--- config.mk ---
export PLATFORM = sky130hd
export DESIGN_NAME = mem_sram_ctrl_flat
export DESIGN_NICKNAME = d
export VERILOG_FILES = /design/src/rtl/mem_sram_ctrl_if.sv /design/src/rtl/mem_sram_ctrl.sv /design/src/flat_wrapper.sv
export SDC_FILE = /design/constraint.sdc
export NUM_CORES = 1
export LEC_CHECK = 0
export BUFFER_PORTS_ARGS = -buffer_cell sky130_fd_sc_hd__buf_2
export CAP_MARGIN = 15
export CORE_MARGIN = 1
export CORE_UTILIZATION = 35
export DETAILED_ROUTE_END_ITERATION = 12
export GPL_ROUTABILITY_DRIVEN = 0
export PLACE_DENSITY = 0.76
export SKIP_CTS_REPAIR_TIMING = 1
export SYNTH_ARGS = -nofsm -noshare
export SYNTH_HDL_FRONTEND = slang
export SYNTH_SLANG_ARGS = --single-unit
--- constraint.sdc ---
create_clock -name clk -period 2.4 [get_ports clk]
set_input_delay 0.48 -clock clk [delete_from_list [all_inputs] [get_ports clk]]
set_output_delay 0.48 -clock clk [all_outputs]
set_load 0.02 [all_outputs]
--- src/rtl/mem_sram_ctrl_if.sv ---
// SRAM bus between the memory-stage controller and a 16-bit asynchronous SRAM.
//   sram_addr   : halfword address
//   sram_dq_out : write data, valid while sram_dq_oe is high
//   sram_dq_in  : read data returned by the SRAM
//   sram_dq_oe  : write-data drive enable
//   sram_we_n   : active-low write strobe
// master : controller side, slave : SRAM side.
interface mem_sram_ctrl_if;
  logic [17:0] sram_addr;
  logic [15:0] sram_dq_out;
  logic [15:0] sram_dq_in;
  logic        sram_dq_oe;
  logic        sram_we_n;

  modport master (
    output sram_addr,
    output sram_dq_out,
    output sram_dq_oe,
    output sram_we_n,
    input  sram_dq_in
  );

  modport slave (
    input  sram_addr,
    input  sram_dq_out,
    input  sram_dq_oe,
    input  sram_we_n,
    output sram_dq_in
  );
endinterface

--- src/rtl/mem_sram_ctrl.sv ---
// Memory-stage controller: turns a 32-bit load/store from the EXE stage into two 16-bit SRAM
// half-accesses (low half first), stalling the pipeline via freeze until the access finishes.
// Ports:
//   clk, rst            : clock, asynchronous active-low reset
//   wb_en_in, mem_*_en_in, alu_result_in, val_rm_in, dest_in : EXE stage register outputs
//   wb_en_out, mem_read_en_out, alu_result_out, dest_out     : combinational pass-throughs
//   mem_read_value      : registered load result
//   freeze              : pipeline stall while an access is incomplete
//   sram                : SRAM bus (master side)
module mem_sram_ctrl #(
  parameter int unsigned SRAM_WAIT = 2,           // cycles per half-access, 2..7
  parameter logic [31:0] BASE_ADDR = 32'd1024
) (
  input  logic          clk,
  input  logic          rst,
  input  logic          wb_en_in,
  input  logic          mem_read_en_in,
  input  logic          mem_write_en_in,
  input  logic [31:0]   alu_result_in,
  input  logic [31:0]   val_rm_in,
  input  logic [3:0]    dest_in,
  output logic          wb_en_out,
  output logic          mem_read_en_out,
  output logic [31:0]   alu_result_out,
  output logic [3:0]    dest_out,
  output logic [31:0]   mem_read_value,
  output logic          freeze,
  mem_sram_ctrl_if.master sram
);

  typedef enum logic [2:0] {StIdle, StRdLo, StRdHi, StWrLo, StWrHi, StDone} state_e;

  localparam logic [2:0] CntLast = 3'(SRAM_WAIT - 1);

  state_e      state_q, state_d;
  logic [2:0]  cnt_q, cnt_d;
  logic [31:0] mem_read_value_q, mem_read_value_d;
  logic        half_end;
  logic [16:0] word_idx;

  assign half_end = (cnt_q == CntLast);

  // Bits [18:2] of (alu_result_in - BASE_ADDR); the borrow out of bits [1:0] is folded in so
  // only the slice that reaches the SRAM address is computed.
  assign word_idx = alu_result_in[18:2] - BASE_ADDR[18:2]
                  - 17'(alu_result_in[1:0] < BASE_ADDR[1:0]);

  assign wb_en_out       = wb_en_in;
  assign mem_read_en_out = mem_read_en_in;
  assign alu_result_out  = alu_result_in;
  assign dest_out        = dest_in;
  assign mem_read_value  = mem_read_value_q;
  assign freeze          = (mem_read_en_in | mem_write_en_in) & (state_q != StDone);

  always_comb begin
    state_d          = state_q;
    cnt_d            = cnt_q;
    mem_read_value_d = mem_read_value_q;
    unique case (state_q)
      StIdle: begin
        cnt_d = 3'd0;
        if (mem_write_en_in) begin
          state_d = StWrLo;
        end else if (mem_read_en_in) begin
          state_d = StRdLo;
        end
      end
      StRdLo: begin
        if (half_end) begin
          state_d                = StRdHi;
          cnt_d                  = 3'd0;
          mem_read_value_d[15:0] = sram.sram_dq_in;
        end else begin
          cnt_d = cnt_q + 3'd1;
        end
      end
      StRdHi: begin
        if (half_end) begin
          state_d                 = StDone;
          cnt_d                   = 3'd0;
          mem_read_value_d[31:16] = sram.sram_dq_in;
        end else begin
          cnt_d = cnt_q + 3'd1;
        end
      end
      StWrLo: begin
        if (half_end) begin
          state_d = StWrHi;
          cnt_d   = 3'd0;
        end else begin
          cnt_d = cnt_q + 3'd1;
        end
      end
      StWrHi: begin
        if (half_end) begin
          state_d = StDone;
          cnt_d   = 3'd0;
        end else begin
          cnt_d = cnt_q + 3'd1;
        end
      end
      StDone: begin
        state_d = StIdle;
        cnt_d   = 3'd0;
      end
      default: begin
        state_d = StIdle;
        cnt_d   = 3'd0;
      end
    endcase
  end

  // SRAM bus decode; everything idles at addr 0, strobe high, bus released.
  always_comb begin
    sram.sram_addr   = 18'd0;
    sram.sram_dq_out = 16'd0;
    sram.sram_dq_oe  = 1'b0;
    sram.sram_we_n   = 1'b1;
    unique case (state_q)
      StRdLo: sram.sram_addr = {word_idx, 1'b0};
      StRdHi: sram.sram_addr = {word_idx, 1'b1};
      StWrLo: begin
        sram.sram_addr   = {word_idx, 1'b0};
        sram.sram_dq_out = val_rm_in[15:0];
        sram.sram_dq_oe  = 1'b1;
        sram.sram_we_n   = half_end;  // strobe rises on the last cycle to latch the data
      end
      StWrHi: begin
        sram.sram_addr   = {word_idx, 1'b1};
        sram.sram_dq_out = val_rm_in[31:16];
        sram.sram_dq_oe  = 1'b1;
        sram.sram_we_n   = half_end;
      end
      default: ;
    endcase
  end

  always_ff @(posedge clk or negedge rst) begin
    if (!rst) begin
      state_q          <= StIdle;
      cnt_q            <= 3'd0;
      mem_read_value_q <= 32'd0;
    end else begin
      state_q          <= state_d;
      cnt_q            <= cnt_d;
      mem_read_value_q <= mem_read_value_d;
    end
  end

endmodule

--- src/flat_wrapper.sv ---
// flat-port wrapper written by rule: the top's interface ports become plain ports
module mem_sram_ctrl_flat 
#(
  parameter int unsigned SRAM_WAIT = 2,                                          
  parameter logic [31:0] BASE_ADDR = 32'd1024
)
  (clk, rst, wb_en_in, mem_read_en_in, mem_write_en_in, alu_result_in, val_rm_in, dest_in, wb_en_out, mem_read_en_out, alu_result_out, dest_out, mem_read_value, freeze, sram_sram_addr, sram_sram_dq_out, sram_sram_dq_oe, sram_sram_we_n, sram_sram_dq_in);
  mem_sram_ctrl_if sram_i ();
  input  logic clk;
  input  logic rst;
  input  logic wb_en_in;
  input  logic mem_read_en_in;
  input  logic mem_write_en_in;
  input  logic [31:0] alu_result_in;
  input  logic [31:0] val_rm_in;
  input  logic [3:0] dest_in;
  output logic wb_en_out;
  output logic mem_read_en_out;
  output logic [31:0] alu_result_out;
  output logic [3:0] dest_out;
  output logic [31:0] mem_read_value;
  output logic freeze;
  output wire logic [$bits(sram_i.sram_addr)-1:0] sram_sram_addr;
  output wire logic [$bits(sram_i.sram_dq_out)-1:0] sram_sram_dq_out;
  output wire logic [$bits(sram_i.sram_dq_oe)-1:0] sram_sram_dq_oe;
  output wire logic [$bits(sram_i.sram_we_n)-1:0] sram_sram_we_n;
  input wire logic [$bits(sram_i.sram_dq_in)-1:0] sram_sram_dq_in;
  assign sram_sram_addr = sram_i.sram_addr;
  assign sram_sram_dq_out = sram_i.sram_dq_out;
  assign sram_sram_dq_oe = sram_i.sram_dq_oe;
  assign sram_sram_we_n = sram_i.sram_we_n;
  assign sram_i.sram_dq_in = sram_sram_dq_in;
  mem_sram_ctrl #(.SRAM_WAIT(SRAM_WAIT), .BASE_ADDR(BASE_ADDR)) u_core (.clk(clk), .rst(rst), .wb_en_in(wb_en_in), .mem_read_en_in(mem_read_en_in), .mem_write_en_in(mem_write_en_in), .alu_result_in(alu_result_in), .val_rm_in(val_rm_in), .dest_in(dest_in), .wb_en_out(wb_en_out), .mem_read_en_out(mem_read_en_out), .alu_result_out(alu_result_out), .dest_out(dest_out), .mem_read_value(mem_read_value), .freeze(freeze), .sram(sram_i));
endmodule
# Word-level counts from Yosys, hierarchy flattened
# Index checks and enable logic that the tools add are counted.
dict set report classes {
  n_reduce_logical 8
  addsub 3
  bitwise_logic 2
  eq_ne 10
  mux 12
  order_cmp 1
}
# op count
set op_table {}
lappend op_table {{18-bit case mux with 2 select lines} 1}
lappend op_table {{16-bit case mux with 2 select lines} 1}
lappend op_table {{3-bit 2-to-1 mux} 7}
lappend op_table {{17-bit by 1-bit subtractor with 17-bit output} 1}
lappend op_table {{17-bit by 9-bit subtractor with 17-bit output (second input constant)} 1}
lappend op_table {{3-bit case mux with 4 select lines} 1}
lappend op_table {{3-bit by 1-bit equality test with 1-bit output (second input constant)} 2}
lappend op_table {{3-bit by 2-bit equality test with 1-bit output (second input constant)} 2}
lappend op_table {{2-bit by 1-bit inequality test with 1-bit output (second input constant)} 3}
lappend op_table {{3-bit inequality test (second input constant)} 2}
lappend op_table {{2-bit OR reduction} 3}
lappend op_table {{2-bit AND reduction} 2}
lappend op_table {{4-bit AND reduction} 1}
lappend op_table {{4-bit OR reduction} 1}
lappend op_table {{3-bit by 1-bit adder with 3-bit output (second input constant)} 1}
lappend op_table {{3-bit equality test (second input constant)} 1}
lappend op_table {{3-bit zero test} 1}
lappend op_table {{2-bit by 1-bit less-than comparator with 1-bit output (second input constant)} 1}
lappend op_table {{1-bit 2-to-1 mux} 2}
lappend op_table {{1-bit bitwise AND} 1}
lappend op_table {{1-bit bitwise OR} 1}
dict set report totals {
  output_inout_bits 107
  ff_bits 38
  in_bits 89
}

# Depth between registers and ports, before layout
dict set report logic_depth {
  depth_word 4
  mapped_depth 7
}

# Worst setup path before layout
# OpenSTA, ideal clock, no wires.
dict set report synth_timing {
  path_type {input -> output}
  from {input port alu_result_in[3]}
  to {output port sram_sram_addr[15]}
  required_time_ns 1.920
  path_slack_ns -0.324
  cell_stages 7
  arrival_time_ns 2.244
  cell_sequence {inv_1 > ha_1 > o21bai_1 > o21ai_0 > a2111oi_0 > o21ai_0 > a21oi_1}
}
dict set report synth_between {
  elab_chain_len 3
}
# item line_no
set synth_rtl {}
lappend synth_rtl {{start, declared} flat_wrapper.sv:14} ;# input logic [31:0] alu_result_in;
lappend synth_rtl {{17-bit by 9-bit subtractor with 17-bit output} mem_sram_ctrl.sv:45} ;# assign word_idx = alu_result_in[18:2] - BASE_ADDR[18:2]
lappend synth_rtl {{17-bit by 1-bit subtractor with 17-bit output} mem_sram_ctrl.sv:46} ;# - 17'(alu_result_in[1:0] < BASE_ADDR[1:0]);
lappend synth_rtl {{18-bit case mux with 2 select lines} mem_sram_ctrl.sv:119} ;# unique case (state_q)
lappend synth_rtl {{end, declared} flat_wrapper.sv:23} ;# output wire logic [$bits(sram_i.sram_addr)-1:0] sram_sram_addr;
# No other way between the ends.

# Worst setup path in the final report
dict set report layout_timing {
  from {input port alu_result_in[9]}
  to {output port sram_sram_addr[11]}
}
# Same word-level chain as after synthesis.

==> flow_metrics.py <==
metrics = {
    "run_status": {
        "outcome": "finished with violations",
        "violations": "setup timing",
    },
    "route": {
        "ant_nets": 0,
        "remaining_drc_errors": 0,
        "vias_per_cell": 4.85,
        "wl_per_cell_um": 13.3,
        "vias": 2465,
        "finalWirelength_mm": 6.78,
        "drt_iter0_markers": 63,
        "first_pass_iters": 4,
    },
    "floorplanning": {
        "start_util_pct": 36.1,
        "rows": 31,
        "dieArea_um2": 7780,
        "core_um2": 7210,
        "die_y_um": 88.2,
        "die_x_um": 88.2,
        "ioPinCount": 196,
    },
    "yosys": {
        "synth_ff_type": "dfrtp_1",
        "yosys.area_share.xor_xnor_pct": 3.70,
        "synth-simple-area-share_pct": 10.8,
        "synth_adder_area_share_pct": 3.85,
        "synth_warnings": 0,
        "synth.distinct_cells": 43,
        "synth.avg_cell_area_um2": 10.0,
        "synth_nets": 356,
        "synth_compound_area_share_pct": 15.1,
        "synth_top_family_by_area": "multiplexers",
        "synthMuxAreaShare_pct": 15.3,
        "synth-edff-count": 0,
        "synthCells": 259,
        "mappedNetlistArea_um2": 2600,
        "async_reset_ff_share_pct": 100,
        "yosysSeqAreaShare_pct": 36.6,
        "yosys_register_bits": 38,
    },
    "sta": {
        "setup_ws_ns": -0.196,
        "fin_setup_tns_ns": -0.758,
        "final-setup-viol-count": 8,
        "hold_viol": 0,
        "period_minus_slack_ns": 2.60,
        "fmax_ghz": 0.385,
        "worst_slew_pin_slew_ns": 0.822,
        "holdWs_ns": 0.289,
        "skew_ns": 0.00254,
        "report.final.slew_viol_count": 0,
        "relSlewSlack_pct": 45.2,
        "rsz0062_at_grt": "true",
        "timing.final.crit_share_pct": 108,
    },
    "clock_network": {
        "clk-insertion-delay-late_ns": 0.28,
        "clk_pin_slew_ns": 0.07,
        "clockBufferDepth": 2,
        "numCtsBuffers": 5,
        "numClockSinks": 38,
        "cts_tree": "done",
        "htreeDepth": 2,
        "cts_root_buf": "clkbuf_8",
    },
    "worst_setup_path": {
        "worstPathMaxFanout": 4,
        "required_ns": 1.92,
        "reg2reg_setup_slack_ns": 0.48,
        "reg2reg_depth": 6,
        "crit_type": "in -> out",
        "cp-start-kind": "input port",
        "endpoint_kind": "output port",
        "worstPathArrival_ns": 2.12,
        "reg2reg_to": "u_core.mem_read_value[23]$_DFFE_PN0P_",
        "r2r_start": "u_core.cnt_q[1]$_DFF_PN0_",
    },
    "job": {
        "cap_violations": 0,
    },
    "pwr": {
        "p_leak_nw": 1.96,
        "p_total_mw": 4.42,
        "ir_drop_v": 0.000456,
        "p_per_area_nw_per_um2": 1140,
    },
    "final_layout": {
        "antenna_cells": 0,
        "drive_gt1_share_pct": 68.0,
        "fin_util_pct": 53.9,
        "finish.net_count": 505,
        "fillCellCount": 625,
        "area_delta_synth_final_pct": 49.4,
    },
    "global_routing": {
        "grt_usage_pct": 14.5,
        "gr-total-overflow": 0,
        "grt_pass1_wl_mm": 8.89,
        "grt_max_degree": 39,
        "grt_pass1_vias": 2098,
        "antenna_found_initial": 0,
    },
    "hold_path": {
        "hold_class": "in -> async",
    },
    "place": {
        "port_buffers": 155,
        "hpwl_mm": 4.88,
    },
}
through the flow:
stage	std cells	setup WS [ns]	instance area, um^2
3_3_place_gp	493	-0.305	3430
2_1_floorplan	259	-0.00525	2650
5_1_grt	508	-0.231	3890
6_report	508	-0.196	3890
3_5_place_dp	493	-0.346	3430
4_1_cts	501	-0.351	3520
layout by cell type, fill, tap and decap left out, types with 3 or more instances in the layout:
| master | n |
|---|---|
| a21o_1 | 3 |
| a21oi_1 | 6 |
| a21oi_2 | 9 |
| a22o_1 | 16 |
| buf_2 | 140 |
| buf_4 | 37 |
| buf_6 | 8 |
| buf_8 | 4 |
| clkbuf_8 | 6 |
| dfrtp_1 | 38 |
| ha_4 | 7 |
| inv_1 | 6 |
| inv_4 | 4 |
| mux2_2 | 22 |
| mux2_4 | 10 |
| nand2_1 | 8 |
| nand3_1 | 4 |
| nor2_1 | 17 |
| nor2_2 | 3 |
| o21ai_0 | 3 |
| o21ai_2 | 4 |
| xnor2_1 | 5 |
| xor2_1 | 4 |
report_power, final:
part | switching (mW) | total, mW | internal, mW
clock network | 0.212 | 0.442 | 0.230
logic | 1.62 | 2.85 | 1.24
registers | 0.169 | 1.12 | 0.955
synth_stat cells (all sizes together), types with 2 or more instances:
master / number / area, um^2
buf: 43 / 323
dfrtp: 38 / 951
mux2: 32 / 398
nor2: 20 / 77.6
a21oi: 16 / 80.1
a22o: 16 / 140
inv: 12 / 45.0
nand2: 10 / 37.5
ha: 8 / 100
o21ai: 8 / 40.0
xnor2: 6 / 52.6
xor2: 5 / 43.8
clkbuf: 4 / 15.0
nand3: 4 / 20.0
a21o: 3 / 22.5
nor3b: 3 / 27.5
or4: 3 / 22.5
a211oi: 2 / 15.0
a31oi: 2 / 12.5
and2: 2 / 12.5
nand2b: 2 / 12.5
nor2b: 2 / 12.5
o21a: 2 / 15.0
or2: 2 / 12.5
or3: 2 / 12.5
critical path, stage by stage:
cell and delay (ns):
buf_8 0.10, inv_4 0.05, ha_4 0.21, a21o_1 0.21
a21oi_2 0.15, inv_1 0.08, or4_4 0.55, a21oi_4 0.16
buf_6 0.13
area by class of cell:
cell class / instances / area [um^2] / share of cell area, %
Sequential cell: 38 / 951 / 24.5
Inverter: 12 / 55.1 / 1.42
Timing Repair Buffer: 189 / 1130 / 29.0
Multi-Input combinational cell: 162 / 1530 / 39.5
Clock buffer: 6 / 82.6 / 2.12
Clock inverter: 2 / 12.5 / 0.322
Tap cell: 99 / 124 / 3.19
cell families after synthesis:
kind of cell / count (synthesis)
compound gates: 57
mux: 32
flops: 38
fa+ha+maj: 8
simple gates: 54
buf+inv: 59
xor+xnor: 11
metal layers:
metal	wire length, um	global-route usage, %	vias to the layer above
met1	2800	16.8	1159
li1	-	-	1175
met3	472	2.99	12
met4	111	6.74	0
met2	3390	25.6	119
met5	0	0	-
sequential cells by signal, indices dropped and copies added (netlist names):
register and flops:
u_core.cnt_q 3, u_core.state_q 3, u_core.mem_read_value 32
worst max-delay path by stage:
stage	startpoint	end	slack, ns	depth (start not counted)
2_1_floorplan	alu_result_in[3]	sram_sram_addr[15]	-0.005	7
5_1_grt	alu_result_in[9]	sram_sram_addr[11]	-0.23	9
6_report	alu_result_in[9]	sram_sram_addr[11]	-0.20	9
3_3_place_gp	alu_result_in[4]	sram_sram_addr[11]	-0.30	9
3_5_place_dp	alu_result_in[3]	sram_sram_addr[11]	-0.35	9
4_1_cts	alu_result_in[4]	sram_sram_addr[11]	-0.35	9
No activity file was read; power rests on OpenSTA's default activity.
